===== config.mk =====
export PLATFORM = sky130hd
export DESIGN_NAME = exec_sequencer
export DESIGN_NICKNAME = d
export VERILOG_FILES = /design/src/rtl/exec_sequencer.sv
export SDC_FILE = /design/constraint.sdc
export NUM_CORES = 1
export LEC_CHECK = 0
export BUFFER_PORTS_ARGS = -buffer_cell sky130_fd_sc_hd__buf_2
export CAP_MARGIN = 25
export CORE_AREA = 5 5 42 44
export DETAILED_ROUTE_END_ITERATION = 10
export DIE_AREA = 0 0 47 49
export PLACE_DENSITY = 0.66
export SLEW_MARGIN = 20
export SYNTH_ARGS = -nofsm -noshare
export SYNTH_HDL_FRONTEND = slang
export SYNTH_SLANG_ARGS = --single-unit

===== constraint.sdc =====
create_clock -name clk -period 3.2 [get_ports clk]
set_input_delay 0.48 -clock clk [delete_from_list [all_inputs] [get_ports clk]]
set_output_delay 0.48 -clock clk [all_outputs]
set_load 0.02 [all_outputs]

===== src/rtl/exec_sequencer.sv =====
// Multi-cycle control sequencer for picoMIPS: stalls LDS until a debounced
// switch press and sequences MUL/MULI through a fixed-latency multiplier.
module exec_sequencer #(
  parameter int unsigned       O_SIZE          = 3,
  parameter int unsigned       SYNC_STAGES     = 2,
  parameter int unsigned       DEBOUNCE_CYCLES = 4,
  parameter int unsigned       MUL_CYCLES      = 2,
  parameter logic [O_SIZE-1:0] OP_MUL          = O_SIZE'(4),
  parameter logic [O_SIZE-1:0] OP_MULI         = O_SIZE'(5),
  parameter logic [O_SIZE-1:0] OP_LDS          = O_SIZE'(6)
) (
  input  logic              clk,
  input  logic              reset,
  input  logic [O_SIZE-1:0] opCode,
  input  logic              demoSwitch,
  output logic              pcInc,
  output logic              immSwitches,
  output logic              mulStart,
  output logic              mulBusy,
  output logic              switchLevel
);

  localparam int unsigned DB_W = $clog2(DEBOUNCE_CYCLES + 1);
  localparam int unsigned MC_W = $clog2(MUL_CYCLES + 1);

  typedef enum logic [1:0] {
    RUN      = 2'd0,
    LDS_WAIT = 2'd1,
    MUL_WAIT = 2'd2
  } state_e;

  state_e                 state_q, state_d;
  logic [MC_W-1:0]        mul_cnt_q, mul_cnt_d;
  logic [SYNC_STAGES-1:0] sync_q;
  logic [DB_W-1:0]        db_cnt_q;
  logic                   sw_db_q, sw_db_dly_q;
  logic                   sw_s, press;
  logic                   pc_inc, imm_sw, mul_start, mul_busy;

  assign sw_s  = sync_q[SYNC_STAGES-1];
  assign press = sw_db_q & ~sw_db_dly_q;

  // Synchroniser, debounce and edge detect for the raw push switch.
  always_ff @(posedge clk) begin
    if (reset) begin
      sync_q      <= '0;
      db_cnt_q    <= '0;
      sw_db_q     <= 1'b0;
      sw_db_dly_q <= 1'b0;
    end else begin
      sync_q      <= {sync_q[SYNC_STAGES-2:0], demoSwitch};
      sw_db_dly_q <= sw_db_q;
      if (sw_s == sw_db_q) begin
        db_cnt_q <= '0;
      end else if (db_cnt_q == DB_W'(DEBOUNCE_CYCLES - 1)) begin
        sw_db_q  <= ~sw_db_q;
        db_cnt_q <= '0;
      end else begin
        db_cnt_q <= db_cnt_q + 1'b1;
      end
    end
  end

  always_comb begin
    state_d   = state_q;
    mul_cnt_d = mul_cnt_q;
    pc_inc    = 1'b0;
    imm_sw    = 1'b0;
    mul_start = 1'b0;
    mul_busy  = 1'b0;
    case (state_q)
      RUN: begin
        if (opCode == OP_LDS) begin
          if (press) begin
            pc_inc = 1'b1;
            imm_sw = 1'b1;
          end else begin
            state_d = LDS_WAIT;
          end
        end else if (opCode == OP_MUL || opCode == OP_MULI) begin
          mul_start = 1'b1;
          mul_cnt_d = MC_W'(MUL_CYCLES - 1);
          state_d   = MUL_WAIT;
        end else begin
          pc_inc = 1'b1;
        end
      end
      LDS_WAIT: begin
        if (press) begin
          pc_inc  = 1'b1;
          imm_sw  = 1'b1;
          state_d = RUN;
        end
      end
      MUL_WAIT: begin
        mul_busy = 1'b1;
        if (mul_cnt_q != '0) begin
          mul_cnt_d = mul_cnt_q - 1'b1;
        end else begin
          pc_inc  = 1'b1;
          state_d = RUN;
        end
      end
      default: state_d = RUN;
    endcase
  end

  always_ff @(posedge clk) begin
    if (reset) begin
      state_q   <= RUN;
      mul_cnt_q <= '0;
    end else begin
      state_q   <= state_d;
      mul_cnt_q <= mul_cnt_d;
    end
  end

  // Outputs are Mealy, so they are forced low while reset is held.
  assign pcInc       = pc_inc    & ~reset;
  assign immSwitches = imm_sw    & ~reset;
  assign mulStart    = mul_start & ~reset;
  assign mulBusy     = mul_busy  & ~reset;
  assign switchLevel = sw_db_q   & ~reset;

endmodule

==> impl_results.md, run 1 <==
- Setup TNS: 0 ps
- Antenna Violating Nets Remaining: 0
- CTS sink cnt: 11
- Num rows: 14
- Critical path's slowest cell: dfxtp_1
- Total number of vias: around 390
- Post-DP HPWL: 635 um
- F_max: roughly 530 MHz
- Max H-tree Level: 1
- Crit path from: mul_cnt_q[0]$_SDFFE_PP0P_
- Multi-input gate area: ~260 um^2
- Max incr delay on CP: 350 ps
- Critical path destination: pcInc
- Worst skew pair latency: about 260 ps
- Top post-synthesis cells by area: dfxtp_1, ha_1, inv_1
- Die area: between 2000 and 2500 um^2
- Crit path buf inv count: 2
- Via-to-Cell Ratio: 4.71
- Synth Flop Type: dfxtp_1
- Die W: roughly 47 um
- Levels on crit path: 6
- Placed cell area: 573 um^2
- Tmin final: roughly 1900 ps
- Total Routing Usage GR: 8.69%
- RePlAce Congestion: around 0.72
- Ports: 11
- DP Worst Slack: around 1400 ps
- # fillers: approximately 150
- Reg2reg path depth: 4
- Hold path start: db_cnt_q[0]$_SDFF_PP0_
- Layout cells sized above 1: between 20% and 30%
- CTS Buf Count: 3
- RR Endpoint: db_cnt_q[0]$_SDFF_PP0_
- Starting DRT DRC Count: 3
- Syn_area_per_cell: 9.41 um^2
- Hold Path Class: reg -> reg
- Leakage power figure: between 0.2 and 0.3 nW
- Antenna diodes: 0
- Routed WL per cell: approximately 10 um
- Pins Over Slew Limit: 0
- VDD IR-drop max: between 0.0002 and 0.00025 V
- Slew margin rel.: 80.8%
- Post-synth top area share: about 43%
- Area Growth Syn to Fin: 18.0%
- First-pass GRT wire length: about 1500 um
- Synthesized area: 508 um^2
- PwrDens: 441 nW/um^2
- GRT Residual Overflow: 0
- Pre-antenna DRT Iters: 2
- Hold depth: 1
- Root Buffer Master: clkbuf_4
- Worst-Margin Slew: about 290 ps
- Fin nets: 77
- Synthesis Warnings: 0
- Reg2reg setup slack: 1960 ps
- Worst Path Max Fanout: 3
- CP Launch Type: flip-flop
- Cell taking the most area after synthesis: dfxtp_1
- Starting Density: a little over a third
- RSZ-0062 raised after global routing: false
- Seq. cell area: 220 um^2
- Cell family with most CP delay: flip-flops
- Worst-path clk slew: 60 ps
- Core ar.: ~1400 um^2
- Number of setup buffers added after CTS: 0
- Worst Setup End Kind: primary output
- Total of max-cap violations: 0
- Slack of the critical path: 1330 ps
- Total Wirelength: roughly 810 um
- Final Non-Filler Cells: 83
- Number of remaining DRC errors: 0
- Netlist cell types: 25
- Die Span Y: 49 um
- CTS tree: done
- Period utilisation layout: approximately three fifths
- Clock Path Buffers: 2
- Hold-fix buffers, CTS: 0
- CP arrival: about 1400 ps
- CP Cell Sequence: inv_1 -> ha_1 -> nand2b_1 -> o2111ai_1 -> o31ai_1 -> buf_2
- Crit Path Class: reg -> out
- #FFs+latches synth: 11
- Vias in the first global route: between 300 and 400
- Outcome: finished clean
- Largest net degree at the start of global routing: 11
- Post-cts resize count: 0
- Layout Skew: 7.58 ps
- Worst R2R Start: db_cnt_q[0]$_SDFF_PP0_
- Post-synth ARST share: 0%
- Final Cell Area: between 500 and 600 um^2
- Sequential area share after synthesis: a little over two fifths
- Initial antenna violation count: 0
- Final Hold Fails: 0
- Post-Syn Nets: between 60 and 70
- Inst Count DP: 79
- Number of flops mapped to enable cells by yosys: 0
- Critical Path RT: roughly 2700 ps
- Port buffer count: 10
- Post-Synthesis Cells: 54
- Setup Viol. Count Final: 0
## cells in the mapped netlist (2+ instances only)
cell / number
ha_1: 3
inv_1: 7
dfxtp_1: 11
nor3_1: 4
nand2b_1: 2
and3_1: 2
nor2_1: 4
nor2b_1: 4
## worst reg2reg max path, cell delays in order (launching register included)
cell     delay, ps
dfxtp_1        320
ha_1           190
ha_1           200
or3_4          380
nor2_1          90
## power breakdown
| group | switching, mW | internal [mW] | leakage [nW] | total [mW] |
|---|---|---|---|---|
| Clock | 0.0438 | 0.0481 | 0.0150 | 0.0919 |
| Sequential | 0.00366 | 0.141 | 0.0896 | 0.145 |
| Combinational | 0.0148 | 0.0127 | 0.151 | 0.0275 |
## layout by cell type (no fill, tap or decap), drive strengths merged
cell,Yosys,layout
and2,1,1
nor2,4,4
xnor2,1,1
or3,1,1
nor3b,2,2
buf,1,10
o31ai,1,1
ha,3,3
or2b,1,1
nor2b,4,4
nor4b,1,1
clkbuf,0,4
and3,2,2
a211oi,1,1
dfxtp,11,11
o21ai,1,1
mux2i,1,1
o21a,1,1
or2,1,1
o2111ai,1,1
nor3,4,4
a31oi,1,1
nand2b,2,2
inv,7,7
nor4,1,1
## worst min-delay path by stage
stage / endpoint / slack (ps)
4_1_cts: db_cnt_q[0]$_SDFF_PP0_ / 430
2_1_floorplan: db_cnt_q[0]$_SDFF_PP0_ / 400
3_3_place_gp: db_cnt_q[0]$_SDFF_PP0_ / 400
5_1_grt: db_cnt_q[0]$_SDFF_PP0_ / 450
6_report: db_cnt_q[0]$_SDFF_PP0_ / 430
3_5_place_dp: db_cnt_q[0]$_SDFF_PP0_ / 420
## per-layer routing
metal | vias up | GRT usage [%] | wire length, um
li1 | 209 | - | -
met1 | 176 | 9.53 | 352
met2 | 4 | 13.3 | 409
met3 | 2 | 2.21 | 29
met4 | 0 | 6.91 | 18
met5 | - | 0 | 0
## logic make-up after synthesis
| family | after synthesis | synth area share (%) |
|---|---|---|
| adder cells (fa/ha/maj) | 3 | 7.39 |
| XOR/XNOR | 1 | 1.72 |
| AND/OR/NAND/NOR | 24 | 31.0 |
| buffers and inverters | 8 | 6.16 |
| flip-flops | 11 | 43.3 |
| multiplexers | 1 | 1.97 |
| AO/OA/AOI/OAI | 6 | 8.38 |
## sequential cells by signal (all words and copies together) (netlist names)
register,flops
sw_db_dly_q,1
sw_db_q,1
mul_cnt_q,2
sync_q,2
db_cnt_q,3
state_q,2
## layout make-up
class	count	area share, %
timing repair buffer	10	8.35
inverter	7	4.38
tap	16	3.34
multi-input combinational	35	42.8
clock buffer	4	4.38
sequential	11	36.7
## through the flow
step | util (%) | total power [mW] | hold slack (ps)
floorplan | - | 0.167 | 396
global placement | 40.9 | 0.175 | 405
detailed placement | 40.9 | 0.176 | 423
CTS | 42.8 | 0.268 | 431
global route | 42.8 | 0.278 | 448
finish | 42.8 | 0.264 | 426
Power figures use the tool's default switching activity.
==> inputs of run 2 (changes only) <==
--- a/config.mk
+++ b/config.mk
@@ -10,7 +10,7 @@
 export CORE_AREA = 5 5 42 44
 export DETAILED_ROUTE_END_ITERATION = 10
 export DIE_AREA = 0 0 47 49
-export PLACE_DENSITY = 0.66
+export PLACE_DENSITY = 0.69
 export SLEW_MARGIN = 20
 export SYNTH_ARGS = -nofsm -noshare
 export SYNTH_HDL_FRONTEND = slang
==> constraint.sdc (replaced) <==
create_clock -name clk -period 1.7 [get_ports clk]
set_input_delay 0.255 -clock clk [delete_from_list [all_inputs] [get_ports clk]]
set_output_delay 0.255 -clock clk [all_outputs]
set_load 0.02 [all_outputs]
==> impl_results.md, run 2 (synthesis results as in run 1) <==
- Placed cell area: between 500 and 600 um^2
- Post-DP HPWL: 669 um
- Initial antenna violation count: 0
- Period utilisation layout: 94.7%
- Worst-path clk slew: around 70 ps
- Fin nets: a little under 80
- RSZ-0062 raised after global routing: false
- Overall power: a little over 500 uW
- Slew margin rel.: between 80% and 90%
- Hold slack: ~200 ps
- Final Hold Fails: 0
- CTS Buf Count: 3
- Worst skew pair latency: ~270 ps
- Clock Path Buffers: 2
- Starting DRT DRC Count: 5
- Critical Path RT: around 1400 ps
- Worst-Margin Slew: ~260 ps
- Antenna Violating Nets Remaining: 0
- CP arrival: approximately 1400 ps
- Layout Skew: 2.69 ps
- Util after Layout: between 40% and 50%
- Routed WL per cell: between 10 and 15 um
- Ports: 11
- CTS tree: done
- Root Buffer Master: clkbuf_4
- Vias in the first global route: approximately 380
- VDD IR-drop max: about 0.00045 V
- F_max: ~620 MHz
- Most frequent cells in the layout: dfxtp_1, buf_2, inv_1
- GRT Residual Overflow: 0
- Top reg by flops: db_cnt_q
- First-pass GRT wire length: between 1500 and 2000 um
- Die area: between 2000 and 2500 um^2
- Worst Setup End Kind: primary output
- Total of max-cap violations: 0
- Pins Over Slew Limit: 0
- Final Cell Area: just over 600 um^2
- Largest net degree at the start of global routing: 11
- Hold Path Class: in -> reg
- Tmin final: about 1600 ps
- CP Launch Type: flip-flop
- Crit Path Class: reg -> out
- Pre-antenna DRT Iters: 4
- Total Routing Usage GR: about a tenth
- CTS sink cnt: 11
- Outcome: finished clean
- RePlAce Congestion: just under 0.7
- Leakage power figure: about 0.26 nW
- Max FFs per register: 3
- PwrDens: around 830 nW/um^2
- Total number of vias: between 400 and 500
- Number of remaining DRC errors: 0
- Layout cells sized above 1: approximately 27%
- Via-to-Cell Ratio: between 4 and 5
- Max H-tree Level: 1
- Die W: approximately 47 um
- Starting Density: between 30% and 40%
- Setup TNS: 0 ps
- Core ar.: roughly 1400 um^2
- Worst Path Max Fanout: 5
- Antenna diodes: 0
- Port buffer count: 10
- Setup Viol. Count Final: 0
- Total Wirelength: around 840 um
- Num rows: 14
- Die Span Y: a little under 50 um
- Area Growth Syn to Fin: 19.7%
[run 2: path summary, 6_finish.rpt]
path,start,to,slack [ps],cells after the start
worst max register to register,db_cnt_q[0]$_SDFF_PP0_,db_cnt_q[1]$_SDFF_PP0_,460,4
worst min register to register,db_cnt_q[0]$_SDFF_PP0_,db_cnt_q[0]$_SDFF_PP0_,420,1
worst min-delay path,demoSwitch,sync_q[0]$_SDFF_PP0_,200,2
worst max-delay path,sw_db_q$_SDFFE_PP0P_,pcInc,90,3
[run 2: worst max-delay path, cell delays in order (launching register included)]
cell	delay, ps
dfxtp_1	390
or2b_1	270
o31ai_1	230
buf_2	200
[run 2: layer usage]
layer | vias to the layer above | part of all wire, % | global-route usage [%]
li1 | 213 | - | -
met1 | 177 | 46 | 10.2
met2 | 7 | 45 | 13.6
met3 | 4 | 4.5 | 3.69
met4 | 0 | 3.6 | 8.29
met5 | - | 0 | 0
[run 2: what timing repair did]
item / 4_1_cts / 5_1_grt
endpoints found under the setup margin: 0 / 1
gates resized for setup: 0 / 2
setup buffers: 0 / 0
hold buffers: 0 / 0
[run 2: cell type report]
type	count	area (um^2)
flip-flops and latches	11	221
repair buffers	10	50.0
multi-input cells	35	264
clock buffers	4	26.3
fillers	153	793
well taps	16	20.0
inverters	7	26.3
[run 2: power by group]
group | switching, mW | internal (mW) | total (mW)
Combinational | 0.0290 | 0.0256 | 0.0546
Sequential | 0.00722 | 0.266 | 0.273
Clock | 0.0883 | 0.0909 | 0.179
Total | 0.124 | 0.382 | 0.507
[run 2: stage by stage]
step                setup slack [ps]  std cells
finish                          89.9         83
global route                    5.56         83
CTS                             21.0         83
detailed placement               336         79
global placement                 334         79
floorplan                        224         54
==> inputs of run 3 (changes only) <==
--- a/config.mk
+++ b/config.mk
@@ -5,12 +5,14 @@
 export SDC_FILE = /design/constraint.sdc
 export NUM_CORES = 1
 export LEC_CHECK = 0
+export ABC_AREA = 1
 export BUFFER_PORTS_ARGS = -buffer_cell sky130_fd_sc_hd__buf_2
 export CAP_MARGIN = 25
 export CORE_AREA = 5 5 42 44
 export DETAILED_ROUTE_END_ITERATION = 10
 export DIE_AREA = 0 0 47 49
-export PLACE_DENSITY = 0.69
+export PLACE_DENSITY = 0.72
+export SKIP_LAST_GASP = 1
 export SLEW_MARGIN = 20
 export SYNTH_ARGS = -nofsm -noshare
 export SYNTH_HDL_FRONTEND = slang
==> impl_results.md, run 3 <==
- Outcome: finished clean
- Post-Syn Nets: 85
- Crit path top cell by count: inv_1
- Hold-fix buffers, CTS: 0
- Largest net degree at the start of global routing: 12
- #FFs+latches synth: 11
- CP Cell Sequence: inv_1 -> ha_1 -> inv_1 -> o21a_1 -> a21oi_2 -> buf_2
- Most frequent cell after synthesis: nor2_1
- Syn_area_per_cell: around 7.2 um^2
- Synthesized area: about 550 um^2
- Layout Skew: 0.801 ps
- Logic pwr share: between 20% and 30%
- Worst R2R Start: mul_cnt_q[0]$_SDFFE_PP0P_
- Synth Flop Type: dfxtp_1
- Antenna Violating Nets Remaining: 0
- Ports: 11
- Max incr delay on CP: approximately 300 ps
- Post-Synthesis Cells: 76
- Die W: 47 um
- Reg2reg setup slack: 530 ps
- Total Routing Usage GR: approximately 8.8%
- Slew margin rel.: slightly above 80%
- VDD IR-drop max: ~0.00073 V
- Num rows: 14
- Worst Path Max Fanout: 3
- Post-DP HPWL: 742 um
- Sequential Power Share: roughly half
- NetSw: about 170 uW
- Fin nets: around 100
- Antenna diodes: 0
- P_int: roughly 410 uW
- Total number of vias: approximately 470
- Initial antenna violation count: 0
- Most frequent cells in the layout: nor2_1, inv_1, dfxtp_1, buf_2, nand2_1
- Root Buffer Master: clkbuf_4
- Pins Over Slew Limit: 0
- CTS tree: done
- Util after Layout: approximately 46%
- Crit Path Class: reg -> out
- Total Wirelength: between 800 and 900 um
- Starting Density: around two fifths
- Top post-synthesis cells by area: dfxtp_1, nor2_1, inv_1
- RSZ-0062 raised after global routing: false
- Vias in the first global route: approximately 400
- Final Hold Fails: 0
- Netlist cell types: 19
- Clock share of power: between 20 and 30%
- F_max: approximately 630 MHz
- Die area: 2300 um^2
- Via-to-Cell Ratio: ~4.5
- Die Span Y: 49 um
- Top reg by flops: db_cnt_q
- Cell taking the most area after synthesis: dfxtp_1
- Leakage power figure: roughly 0.31 nW
- Post-synth top cells: nor2_1, inv_1, dfxtp_1
- Max H-tree Level: 1
- Synthesis Warnings: 0
- Hold Path Class: in -> reg
- Worst-path clk slew: 70 ps
- Overall power: 580 uW
- Setup Viol. Count Final: 0
- Worst-Margin Slew: 268 ps
- Port buffer count: 10
- Layout cells sized above 1: roughly 27%
- Worst Setup End Kind: primary output
- Critical path's slowest cell: dfxtp_1
- Commonest non-fill, non-tap cell in the layout: nor2_1
- Hold slack: approximately 190 ps
- Seq. cell area: 221 um^2
- Core ar.: 1400 um^2
- Number of flops mapped to enable cells by yosys: 0
- Post-synth top area share: about two fifths
- Period utilisation layout: 93.5%
- RR Endpoint: mul_cnt_q[1]$_SDFFE_PP0P_
- First-pass GRT wire length: 1520 um
- Hold depth: 3
- RePlAce Congestion: about 0.76
- Worst skew pair latency: between 200 and 300 ps
- Pre-antenna DRT Iters: 4
- Critical Path RT: 1440 ps
- Sequential area share after synthesis: between 40% and 50%
- Starting DRT DRC Count: 7
- Switching portion of total power: ~29%
- Post-synth ARST share: 0%
- Total of max-cap violations: 0
- CTS sink cnt: 11
- Multi-input gate area: roughly 270 um^2
- GRT Residual Overflow: 0
- PwrDens: about 900 nW/um^2
- CTS Buf Count: 3
- # fillers: around 150
- Number of remaining DRC errors: 0
- Hold EP: sync_q[0]$_SDFF_PP0_
- CP arrival: 1330 ps
- Area Growth Syn to Fin: 17.1%
- Tmin final: 1590 ps
- Setup TNS: 0 ps
- Clock Path Buffers: 2
- Routed WL per cell: ~8.6 um
- Reg2reg path depth: 8
- CP Launch Type: flip-flop
- Hold path start: demoSwitch
- Max FFs per register: 3
==> run 3: cell count changes in the layout (fill, tap and decap cells not counted), moves of 4 or more <==
cell and change:
nor3_1 -4, nor2_1 +12, inv_1 +7, nand3_1 +5
nor2b_1 -4, nand2_1 +8
==> run 3: cell type report <==
cell class / count / area share (%)
timing repair buffer: 10 / 7.78
multi-input combinational: 48 / 41.2
tap: 16 / 3.11
sequential: 11 / 34.4
clock buffer: 4 / 4.09
inverter: 16 / 9.34
==> run 3: timing repair <==
item,in CTS,in global routing
gates resized for setup,0,1
buffers inserted,0,0
endpoints found under the setup margin,0,1
==> run 3: power groups by stage <==
stage / Clock, mW / Sequential, mW / Combinational [mW]
2_1_floorplan: 0 / 0.290 / 0.101
3_3_place_gp: 0 / 0.291 / 0.124
5_1_grt: 0.185 / 0.288 / 0.145
4_1_cts: 0.172 / 0.286 / 0.127
3_5_place_dp: 0 / 0.291 / 0.127
6_report: 0.169 / 0.286 / 0.126
==> run 3: kinds of logic (layout without fill, tap and decap cells) <==
logic type | Yosys count | count (layout) | synth area share [%]
flip-flops | 11 | 11 | 40.1
buffers and inverters | 17 | 30 | 11.6
AND/OR/NAND/NOR | 34 | 34 | 27.3
AO/OA/AOI/OAI | 11 | 11 | 14.1
adder cells (fa/ha/maj) | 3 | 3 | 6.83
==> run 3: metrics by stage <==
| step | worst slack, ps | instances | instance area, um^2 |
|---|---|---|---|
| detailed placement | 383 | 101 | 616 |
| floorplan | 461 | 76 | 549 |
| global route | 6.82 | 105 | 643 |
| finish | 111 | 105 | 643 |
| CTS | 97.6 | 105 | 642 |
| global placement | 404 | 101 | 616 |
==> run 3: how the worst max path moves through the flow <==
stage / slack (ps) / cells past startpoint / end / startpoint
3_5_place_dp: 380 / 6 / pcInc / mul_cnt_q[0]$_SDFFE_PP0P_
4_1_cts: 100 / 6 / pcInc / mul_cnt_q[0]$_SDFFE_PP0P_
2_1_floorplan: 460 / 5 / pcInc / mul_cnt_q[0]$_SDFFE_PP0P_
3_3_place_gp: 400 / 6 / pcInc / opCode[2]
5_1_grt: 7 / 5 / pcInc / state_q[0]$_SDFFE_PP0P_
6_report: 110 / 6 / pcInc / mul_cnt_q[0]$_SDFFE_PP0P_
==> run 3: metal layers <==
layer / share of wire (%) / vias up / GRT usage, % / wire length, um
met5: 0 / - / 0 / 0
met4: 1.6 / 0 / 2.76 / 14
met3: 4.6 / 2 / 3.69 / 41
met2: 47 / 6 / 13.3 / 424
met1: 46 / 203 / 10.9 / 416
li1: - / 260 / - / -
==> run 3: critical path, delay by kind of cell, from the launching register on <==
family / cells / cell delay (ps)
buffers and inverters: 3 / 330
DFF: 1 / 300
AOI/OAI and AO/OA: 2 / 290
adders and majority gates: 1 / 160
